==> src/rtl/rv32_pkg.sv <==
// Shared RV32I pipeline definitions: machine width, canonical NOP and the
// fetch-stage state encoding.
package rv32_pkg;

  localparam int XLEN = 32;

  // add x0, x0, x0 -- the bubble inserted whenever IF/ID holds no real work
  localparam logic [31:0] NOP_INSTR = 32'h0000_0033;

  // Raw encodings kept alongside the enum for code that wants plain vectors
  localparam logic [0:0] ST_RUN  = 1'b0;
  localparam logic [0:0] ST_HALT = 1'b1;

  typedef enum logic [0:0] {
    RUN  = ST_RUN,
    HALT = ST_HALT
  } fetch_state_e;

  // A byte address is a legal instruction target only if word aligned
  function automatic logic is_aligned(input logic [1:0] addr_lsb);
    return (addr_lsb == 2'b00);
  endfunction

endpackage

==> src/rtl/if_id_reg.sv <==
// IF/ID pipeline register: valid bit, byte PC and instruction word.
// Flush wins over hold; a flushed slot carries a NOP with valid cleared and
// keeps its old PC (the PC of an invalid slot is meaningless downstream).
module if_id_reg #(
  parameter int W = 32
) (
  input  logic         clk,
  input  logic         rst_n,
  input  logic         hold_i,
  input  logic         flush_i,
  input  logic [W-1:0] pc_i,
  input  logic [W-1:0] instr_i,
  output logic         valid_o,
  output logic [W-1:0] pc_o,
  output logic [W-1:0] instr_o
);
  import rv32_pkg::*;

  logic         valid_q, valid_d;
  logic [W-1:0] pc_q, pc_d;
  logic [W-1:0] instr_q, instr_d;

  // Next-state selection: flush, then hold, then load the fetched word
  always_comb begin
    valid_d = valid_q;
    pc_d    = pc_q;
    instr_d = instr_q;
    if (flush_i) begin
      valid_d = 1'b0;
      instr_d = W'(NOP_INSTR);
    end else if (!hold_i) begin
      valid_d = 1'b1;
      pc_d    = pc_i;
      instr_d = instr_i;
    end
  end

  // Register with asynchronous clear to an empty NOP slot
  always_ff @(posedge clk or negedge rst_n) begin
    if (!rst_n) begin
      valid_q <= 1'b0;
      pc_q    <= '0;
      instr_q <= W'(NOP_INSTR);
    end else begin
      valid_q <= valid_d;
      pc_q    <= pc_d;
      instr_q <= instr_d;
    end
  end

  assign valid_o = valid_q;
  assign pc_o    = pc_q;
  assign instr_o = instr_q;

endmodule

==> src/rtl/if_stage_fetch.sv <==
// RV32I instruction-fetch stage: owns the PC, addresses the combinational
// instruction memory and feeds the IF/ID register. A misaligned redirect
// target parks the stage in HALT until reset.
module if_stage_fetch #(
  parameter int              XLEN     = 32,
  parameter int              IMEM_AW  = 6,
  parameter logic [XLEN-1:0] RESET_PC = '0
) (
  input  logic               clk,
  input  logic               rst_n,
  input  logic               stall_i,
  input  logic               redirect_i,
  input  logic [XLEN-1:0]    redirect_pc_i,
  output logic [IMEM_AW-1:0] imem_addr_o,
  input  logic [XLEN-1:0]    imem_data_i,
  output logic               ifid_valid_o,
  output logic [XLEN-1:0]    ifid_pc_o,
  output logic [XLEN-1:0]    ifid_instr_o,
  output logic               misalign_o
);
  import rv32_pkg::*;

  fetch_state_e    state_q, state_d;
  logic [XLEN-1:0] pc_q, pc_d;
  logic            flush;

  // Next PC, fetch state and IF/ID flush; redirect outranks stall
  always_comb begin
    state_d = state_q;
    pc_d    = pc_q;
    flush   = 1'b0;
    unique case (state_q)
      RUN: begin
        if (redirect_i) begin
          flush = 1'b1;
          if (is_aligned(redirect_pc_i[1:0])) begin
            pc_d = redirect_pc_i;
          end else begin
            state_d = HALT;
          end
        end else if (!stall_i) begin
          pc_d = pc_q + XLEN'(4);
        end
      end
      HALT: begin
        // PC frozen; keep pumping bubbles into decode
        flush = 1'b1;
      end
      default: begin
        state_d = HALT;
        flush   = 1'b1;
      end
    endcase
  end

  // PC and fetch state with asynchronous reset
  always_ff @(posedge clk or negedge rst_n) begin
    if (!rst_n) begin
      state_q <= RUN;
      pc_q    <= RESET_PC;
    end else begin
      state_q <= state_d;
      pc_q    <= pc_d;
    end
  end

  // Word address; upper PC bits are dropped so fetch wraps around memory
  assign imem_addr_o = pc_q[IMEM_AW+1:2];
  assign misalign_o  = (state_q == HALT);

  if_id_reg #(
    .W (XLEN)
  ) u_if_id_reg (
    .clk     (clk),
    .rst_n   (rst_n),
    .hold_i  (stall_i),
    .flush_i (flush),
    .pc_i    (pc_q),
    .instr_i (imem_data_i),
    .valid_o (ifid_valid_o),
    .pc_o    (ifid_pc_o),
    .instr_o (ifid_instr_o)
  );

endmodule

==> config.mk <==
export PLATFORM = sky130hd
export DESIGN_NAME = if_stage_fetch
export DESIGN_NICKNAME = d
export VERILOG_FILES = /design/src/rtl/rv32_pkg.sv /design/src/rtl/if_id_reg.sv /design/src/rtl/if_stage_fetch.sv
export SDC_FILE = /design/constraint.sdc
export NUM_CORES = 1
export LEC_CHECK = 0
export ABC_CLOCK_PERIOD_IN_PS = 2100
export BUFFER_PORTS_ARGS = -buffer_cell sky130_fd_sc_hd__buf_2
export CELL_PAD_IN_SITES_DETAIL_PLACEMENT = 1
export CELL_PAD_IN_SITES_GLOBAL_PLACEMENT = 1
export CORE_ASPECT_RATIO = 1.75
export CORE_MARGIN = 3
export CORE_UTILIZATION = 32
export CTS_CLUSTER_SIZE = 25
export DETAILED_ROUTE_END_ITERATION = 6
export HOLD_SLACK_MARGIN = 0.08
export PLACE_DENSITY_LB_ADDON = 0.1
export SETUP_SLACK_MARGIN = 0.05
export SLEW_MARGIN = 30
export SYNTH_ARGS = -nofsm -noshare
export SYNTH_HDL_FRONTEND = slang
export SYNTH_SLANG_ARGS = --single-unit
==> constraint.sdc <==
create_clock -name clk -period 2.1 [get_ports clk]
set_input_delay 0.21 -clock clk [delete_from_list [all_inputs] [get_ports clk]]
set_output_delay 0.21 -clock clk [all_outputs]
set_load 0.05 [all_outputs]
==> results of run 1 <==
-- cell usage in the layout, fill, tap and decap left out, types with 3 or more instances in the layout --
cell type      netlist  final
buf_4                6     29
o22a_1               4      4
a21oi_1             15     15
nor4_1               5      4
and2_1               3      3
buf_2                2    138
dfrtp_1             94     92
dfstp_2              4      4
and3_1               8      8
or3_1                6      6
a22oi_1              6      6
or2_2                5      5
a22o_1              28     28
o22ai_1              5      5
dlygate4sd3_1        0     14
mux2i_1              9      9
nor2b_1              3      3
nand3_1             21     21
nor2_1              23     23
inv_1                6      6
or4_1                4      3
nand4_1             11     11
nor3_1              10      9
clkbuf_16            0      9
o21ai_0             22     22
nand2_1            108    108
-- what timing repair did --
action,CTS,global route
gates resized for setup,0,4
endpoints found under the setup margin,0,10
hold buffers,14,0
endpoints found under the hold margin,43,0
setup buffers,0,1
-- path summary, 6_finish.rpt --
| kind | endpoint | slack, ns | cells after the start |
|---|---|---|---|
| setup / recovery | pc_q[23] | 0.15 | 5 |
| hold / removal | u_if_id_reg.instr_o[8] | 0.09 | 2 |
| setup reg to reg | pc_q[23] | 0.15 | 5 |
| hold reg to reg | u_if_id_reg.pc_o[17] | 0.47 | 2 |
| max in group asynchronous | u_if_id_reg.instr_o[0] | 1.05 | 3 |
| min in group asynchronous | u_if_id_reg.pc_o[8] | 0.36 | 2 |
-- cell families after synthesis --
group | synth area share (%)
DFF | 54.81
adders and majority gates | 0.2791
buffers and inverters | 4.326
and+or+nand+nor | 22.13
muxes | 2.010
AOI/OAI and AO/OA | 16.44
-- per-stage QoR --
stage	hold slack, ns	area, um2	power (mW)	utilization [%]
after floorplan	-0.08559	4483	2.647	-
after global placement	0.1881	5479	2.927	40.31
after detailed placement	0.1970	5479	2.952	40.31
after CTS	0.08099	5946	4.817	43.74
after global routing	0.08262	5966	4.968	43.89
final	0.09332	5966	4.737	43.89
-- critical path, cell delays in order, from the launching register on --
cell     delay (ns)
dfrtp_1        0.46
nand3_1        0.17
or2_2          0.40
or4b_1         0.54
mux2i_1        0.17
nand3_1        0.09
-- synth_stat cells, drive strengths merged, types with 3 or more instances --
cell type  number
dfrtp          94
buf            10
a22oi           6
a22o           28
clkbuf         28
and3            8
or3             7
nor3           10
or2             5
a21oi          15
o22ai           5
dfstp           4
o21ai          22
inv             7
o22a            4
and2            3
nor2           23
or4             4
nand4          11
nand3          22
nor2b           3
mux2i           9
nand2         108
nor4            6
-- power by group through the flow --
| stage | logic, mW | registers (mW) | clock network, mW |
|---|---|---|---|
| floorplan | 0.302 | 2.35 | 0 |
| global placement | 0.798 | 2.13 | 0 |
| detailed placement | 0.811 | 2.14 | 0 |
| CTS | 0.834 | 2.11 | 1.88 |
| global route | 0.895 | 2.12 | 1.95 |
| finish | 0.819 | 2.10 | 1.81 |
-- sequential cells by signal, indices dropped and copies added (netlist names) --
signal / count
misalign_o: 1
u_if_id_reg.instr_o: 32
pc_q: 32
u_if_id_reg.pc_o: 32
u_if_id_reg.valid_o: 1
-- layer usage --
| layer | part of all wire, % | wire length [um] | vias to the layer above |
|---|---|---|---|
| met5 | 0.091 | 13 | - |
| met4 | 1.7 | 244 | 2 |
| met3 | 4.7 | 680 | 16 |
| met2 | 54 | 7802 | 104 |
| met1 | 39 | 5578 | 2065 |
| li1 | - | - | 1966 |
-- layout make-up --
cell class              count  area share (%)
flip-flops and latches     98           41.23
multi-input cells         325           30.96
repair buffers            183           18.25
clock buffers              10           4.006
well taps                 174           3.649
clock inverters             6           1.468
inverters                   7          0.4404
==> run metrics, run 1 <==
Final HPWL DP ~11 mm; CTS tree done; internal power 3.334 mW; antenna viol nets, final 0; Reg clk slew, reported paths roughly 0.070 ns; power density over the cells 794.1 mW/mm2; total grt overflow 0; number of H-tree levels 3; crit path time final just under 2 ns; fin crit share roughly 93%; Worst setup startpoint pc_q[17]; ant diodes 0; synthesized cell area ~0.0045 mm2; total wire length between 10 and 15 mm; Vias/cell ~5.2; ys async rst share 100.0%; status complete, no violations; switching component of the power roughly 1.4 mW; largest net degree at the start of global routing 50; area of the multi-input gates around 0.0018 mm2; clock tree sinks roughly 100; GRT Total Usage just under 20%; Std-Cell Rows 56; Initial Util between 30% and 40%; Final Setup Violations 0; Seq pwr share between 40 and 50%; Worst Tran Pin Value roughly 0.47 ns; Arrival @ worst endpoint 2.18 ns; max_slew headroom around 68%; Root Driver clkbuf_16; initial antenna violation count 1; met2 Use GR between 30% and 40%; sequential share of the synthesized area 54.81%; Port Buffer Count about 140; Yosys top cell area share a little over half; Crit path required time approximately 2.3 ns; Critical Path End Type flip-flop; Max Root-Sink Buffers 2; Inserted Clock Buffers 9; Syn Nets between 500 and 600; area leader, netlist dfrtp_1; combinational group share of total power 17.3%; vias in the first global route 4443; die footprint 0.01552 mm2; Clock Latency Late Sink 0.35 ns; hold_sp imem_data_i[8]; via count slightly above 4000; Inst Count DP 772; startpoint types flip-flop; Hold WC Path Type input port to flip-flop; RSZ-0062 raised after global routing yes; Worst Skew about 0.0087 ns; Clk pwr share 38.3%; FF/Latch Area between 0.002 and 0.0025 mm2; Worst Slack Setup Final around 0.15 ns; Synth Flop Type dfrtp_1; EDFF count, synth 0; I/O pin cnt between 100 and 150; synthesized area per cell roughly 9.6 um2; drt first pass iters 4; Fill cells approximately 1600; final setup TNS 0 ns; Worst R2R Start pc_q[17]; first-pass GRT wire length between 20 and 25 mm; share of cells above drive strength 1 32.75%; Fin. Hold Viols 0; worst slack, placed around 0.089 ns; WS Path Type flip-flop to flip-flop; met1 usage between 20 and 25%; Die Y 162.6 um; Layout area overhead 33.07%; wire per inst 17.83 um; max-slew violation count 0; synthesized instance count 468; synthesized flop and latch total 98; GPL Wtd Cong 0.8405; Layout Nets 693; FMAX 512.2 MHz; Post-Layout Cell Count roughly 800; Peak VDD IR 0.3989 mV; Die W 95.48 um; Synth cell types 50; Critical Path Fanout Max 7; # DRC 0; core area approximately 0.014 mm2; sw frac just under 30%; drt initial violations between 100 and 150; Lkg Pwr ~3 nW; GRT met3 Usage under 10%; ranking of synthesized cells by area dfrtp_1, nand2_1, a22o_1; Max Cap Viol 0; yosys warns 0; global route hottest layer met2
No activity file was read; power rests on OpenSTA's default activity.
==> run 2, diff against run 1 <==
Settings changed: CORE_MARGIN 3 to not set.
==> run 2 against run 1 <==
Compared with the run above:
- clock skew grew 0.0015 ns
- global-route usage grew 0.97 points
- sequential share of layout area fell by 0.60 points
- first-iteration DRC count shrank 8.5%
- sequential power is essentially flat
- power decreased by 3.7%
- design area increased by 1.4%
- worst hold slack worse by 0.0041 ns
- critical path type unchanged
==> run metrics, run 2 (synthesis results as in run 1) <==
Max Root-Sink Buffers 2; WS Path Type flip-flop to flip-flop; Std-Cell Rows 56; startpoint types flip-flop; Reg clk slew, reported paths about 0.070 ns; Worst Skew 0.01017 ns; wire per inst between 15 and 20 um; final setup TNS 0 ns; crit path time final approximately 2.0 ns; Critical Path End Type flip-flop; commonest non-fill, non-tap cell in the layout buf_2; Root Driver clkbuf_16; largest net degree at the start of global routing 57; drt initial violations a little under 100; Layout area overhead 34.89%; max_slew headroom between 60% and 70%; internal power 3.095 mW; Hold WC Path Type input port to flip-flop; area of placed instances 0.005502 mm2; initial antenna violation count 0; I/O pin cnt 140; design area 0.006047 mm2; fin crit share between 90% and 100%; ant diodes 0; status complete, no violations; FF/Latch Area ~0.0025 mm2; Fill cells ~1600; power density over the cells about 750 mW/mm2; FMAX between 500 and 600 MHz; Vias/cell approximately 5.1; Peak VDD IR 0.3386 mV; sw frac ~32%; Crit path required time about 2.3 ns; Final Setup Violations 0; Die W roughly 90 um; clock tree sinks around 100; core area between 0.01 and 0.015 mm2; max-slew violation count 0; internal reg-to-reg setup slack roughly 0.15 ns; total grt overflow 0; GRT Total Usage 20.28%; via count around 4200; first-pass GRT wire length 22.78 mm; Inst Count DP approximately 780; antenna viol nets, final 0; vias in the first global route around 4400; Initial Util approximately 33%; Clk pwr share 35.5%; Fin. Hold Viols 0; share of cells above drive strength 1 32.45%; RSZ-0062 raised after global routing no; Max Cap Viol 0; Seq pwr share a little under half; Die Y around 160 um; Post-Layout Cell Count between 800 and 900; Final HPWL DP just over 10 mm; combinational group share of total power 18.6%; switching component of the power 1.467 mW; number of H-tree levels 3; # DRC 0; hold_ws ~0.089 ns; Worst Tran Pin Value about 0.57 ns; drt first pass iters 4; Port Buffer Count about 140; Inserted Clock Buffers 9; total wire length ~14 mm; Arrival @ worst endpoint about 2.2 ns; Clock Latency Late Sink roughly 0.35 ns; Critical Path Fanout Max 6; CTS tree done; most frequent cells in the layout buf_2, nand2_1, dfrtp_1; die footprint 0.01451 mm2; area of the multi-input gates 0.001858 mm2; Layout Nets 705; Lkg Pwr 3.042 nW; GPL Wtd Cong approximately 0.81
==> run 2: repair_timing <==
item / in CTS / in global routing
setup buffers: 0 / 0
gates resized for setup: 0 / 4
hold endpoints to repair: 95 / 1
hold buffers: 23 / 1
setup endpoints to repair: 0 / 8
==> run 2: final cells by class <==
type	instances	area share, %
flip-flops and latches	98	40.64
clock inverters	7	0.9725
multi-input cells	325	30.73
well taps	174	3.600
repair buffers	195	19.90
clock buffers	9	3.724
inverters	7	0.4345
==> run 2: layer usage <==
layer	GRT usage, %	part of all wire (%)	up-vias
li1	-	-	1987
met1	22.36	39	2059
met2	38.74	56	108
met3	4.441	4.4	8
met4	5.442	1.1	0
met5	0	0	-
==> run 2: final timing paths <==
kind,startpoint,end,cells past startpoint
worst max-delay path,pc_q[9],pc_q[23],7
worst min-delay path,imem_data_i[17],u_if_id_reg.instr_o[17],2
worst max register to register,pc_q[9],pc_q[23],7
worst min register to register,pc_q[1],u_if_id_reg.pc_o[1],2
max in group asynchronous,rst_n,u_if_id_reg.instr_o[0],3
min in group asynchronous,rst_n,u_if_id_reg.pc_o[12],2
==> run 2: through the flow <==
stage | power, mW | utilization, % | setup WS [ns]
4_1_cts | 4.625 | 44.49 | 0.07784
6_report | 4.562 | 44.72 | 0.1498
3_5_place_dp | 2.952 | 40.68 | 0.07979
3_3_place_gp | 2.929 | 40.68 | 0.1490
5_1_grt | 4.801 | 44.72 | 0.04727
2_1_floorplan | 2.647 | - | 0.1190
==> run 2: power by group through the flow <==
| stage | combinational (mW) | sequential, mW | clock (mW) |
|---|---|---|---|
| 6_report | 0.850 | 2.09 | 1.62 |
| 3_3_place_gp | 0.812 | 2.12 | 0 |
| 2_1_floorplan | 0.302 | 2.35 | 0 |
| 5_1_grt | 0.926 | 2.11 | 1.77 |
| 4_1_cts | 0.860 | 2.09 | 1.67 |
| 3_5_place_dp | 0.824 | 2.13 | 0 |
==> run 2: critical path, cell delays in order, from the launching register on <==
cell	delay, ns
dfrtp_1	0.41
nand3_2	0.12
buf_4	0.17
nor4_2	0.25
buf_4	0.17
or4b_1	0.45
mux2i_1	0.17
nand3_1	0.08
==> run 3, diff against run 2 <==
Settings changed: HOLD_SLACK_MARGIN 0.08 to 0.1.
==> run 3 against run 2 <==
Compared with the run above:
- power rose by 0.33%
- sequential cell count did not move
- global-route usage rose by 0.29 points
- utilization rose by 0.67 points
- sequential share of layout area fell by 0.60 points
- count of clock-buffer cells in the layout did not move
- register-to-register slack barely moved
- fmax fell by 0.28%
- clock skew fell by 0.0013 ns
- non-clock buffer count rose by 9
- clock power barely moved
==> run metrics, run 3 (synthesis results as in run 1) <==
Final Util roughly 45%; GRT met3 Usage under 10%; status complete, no violations; WHS Endpoint u_if_id_reg.instr_o[5]; vias in the first global route roughly 4500; Hold Path Stages 2; Fill cells around 1600; Die Y roughly 160 um; drt initial violations between 80 and 90; clock tree sinks slightly below 100; Post-Layout Cell Count about 820; Worst Slack Setup Final ~0.14 ns; startpoint types flip-flop; area of placed instances roughly 0.0055 mm2; Critical Path Fanout Max 6; number of H-tree levels 3; max_slew headroom between 60 and 70%; Initial Util between 30% and 40%; Peak VDD IR between 0.3 and 0.4 mV; drt first pass iters 4; CTS tree done; largest net degree at the start of global routing 57; # DRC 0; commonest non-fill, non-tap cell in the layout buf_2; internal reg-to-reg setup slack around 0.14 ns; first-pass GRT wire length between 20 and 25 mm; Final Setup Violations 0; Max Cap Viol 0; GPL Wtd Cong between 0.8 and 0.9; Final HPWL DP between 10 and 15 mm; max-slew violation count 0; Reg clk slew, reported paths 0.07 ns; Worst Tran Pin Value ~0.57 ns; Critical Path End Type flip-flop; met2 Use GR approximately 39%; Port Buffer Count 139; Inst Count DP 775; I/O pin cnt between 100 and 150; antenna viol nets, final 0; Inserted Clock Buffers 9; GRT Total Usage between 20 and 25%; hold_sp imem_data_i[5]; share of cells above drive strength 1 ~32%; met1 usage a little under a quarter; via count between 4000 and 5000; Fin. Hold Viols 0; design area around 0.0061 mm2; Worst Skew 0.008879 ns; Arrival @ worst endpoint around 2.2 ns; Root Driver clkbuf_16; Crit path required time 2.33 ns; Std-Cell Rows 56; most frequent cells in the layout buf_2, nand2_1, dfrtp_1; total power 4.577 mW; FMAX a little over 500 MHz; initial antenna violation count 0; RSZ-0062 raised after global routing no; power density over the cells ~750 mW/mm2; crit path time final approximately 2.0 ns; worst reg-to-reg path cell count 7; ant diodes 0; final setup TNS 0 ns; WS Path Type flip-flop to flip-flop; core area 0.01352 mm2; Max Root-Sink Buffers 2; worst slack, placed around 0.080 ns; Die W 91.48 um; Hold WC Path Type input port to flip-flop; total wire length ~14 mm; wire per inst around 17 um; Layout Nets slightly above 700; Worst R2R Start pc_q[9]; hold_ws ~0.11 ns; worst reg2reg path endpoint pc_q[23]; global route hottest layer met2; die footprint approximately 0.015 mm2; total grt overflow 0; Layout area overhead 36.90%; fin crit share between 90% and 100%; Vias/cell about 5.1; Clock Latency Late Sink 0.35 ns; Lkg Pwr 3.079 nW
run 3: cell types whose count changed in the layout (fill, tap and decap cells not counted):
cell | before | now
dlygate4sd3_1 | 24 | 33
run 3: timing repair:
item / 4_1_cts / 5_1_grt
hold endpoints to repair: 105 / 0
hold buffers: 33 / 0
resized for setup: 0 / 4
setup endpoints to repair: 0 / 8
buffers inserted: 0 / 0
run 3: area by class of cell:
| type | instances | area [um2] | share of cell area, % |
|---|---|---|---|
| Sequential cell | 98 | 2457 | 40.04 |
| Multi-Input combinational cell | 325 | 1858 | 30.28 |
| Timing Repair Buffer | 204 | 1294 | 21.08 |
| Clock buffer | 9 | 225.2 | 3.670 |
| Tap cell | 174 | 217.7 | 3.547 |
| Clock inverter | 7 | 58.81 | 0.9582 |
| Inverter | 7 | 26.28 | 0.4281 |
run 3: worst max-delay path by stage:
stage               slack, ns     start  cells after the start        to
global placement         0.15   pc_q[2]                      7  pc_q[28]
detailed placement       0.08  pc_q[12]                      6  pc_q[28]
CTS                      0.08  pc_q[12]                      6  pc_q[28]
floorplan                0.12   pc_q[2]                      7  pc_q[22]
global route             0.05   pc_q[9]                      7  pc_q[23]
finish                   0.14   pc_q[9]                      7  pc_q[23]
run 3: layer usage:
layer / vias to the layer above / part of all wire (%)
met3: 10 / 4.4
met1: 2092 / 39
li1: 2005 / -
met4: 0 / 1.3
met5: - / 0
met2: 112 / 56
run 3: worst max-delay path: stages, from the launching register on:
cell	delay [ns]
dfrtp_1	0.41
nand3_2	0.12
buf_4	0.17
nor4_2	0.26
buf_4	0.17
or4b_1	0.45
mux2i_1	0.17
nand3_1	0.08
run 3: report_power, final:
group          total, mW  switching (mW)  internal (mW)  leakage (nW)
Combinational      0.864           0.585          0.279          1.67
Clock               1.62           0.796          0.826         0.139
Sequential          2.09          0.0898           2.00          1.27
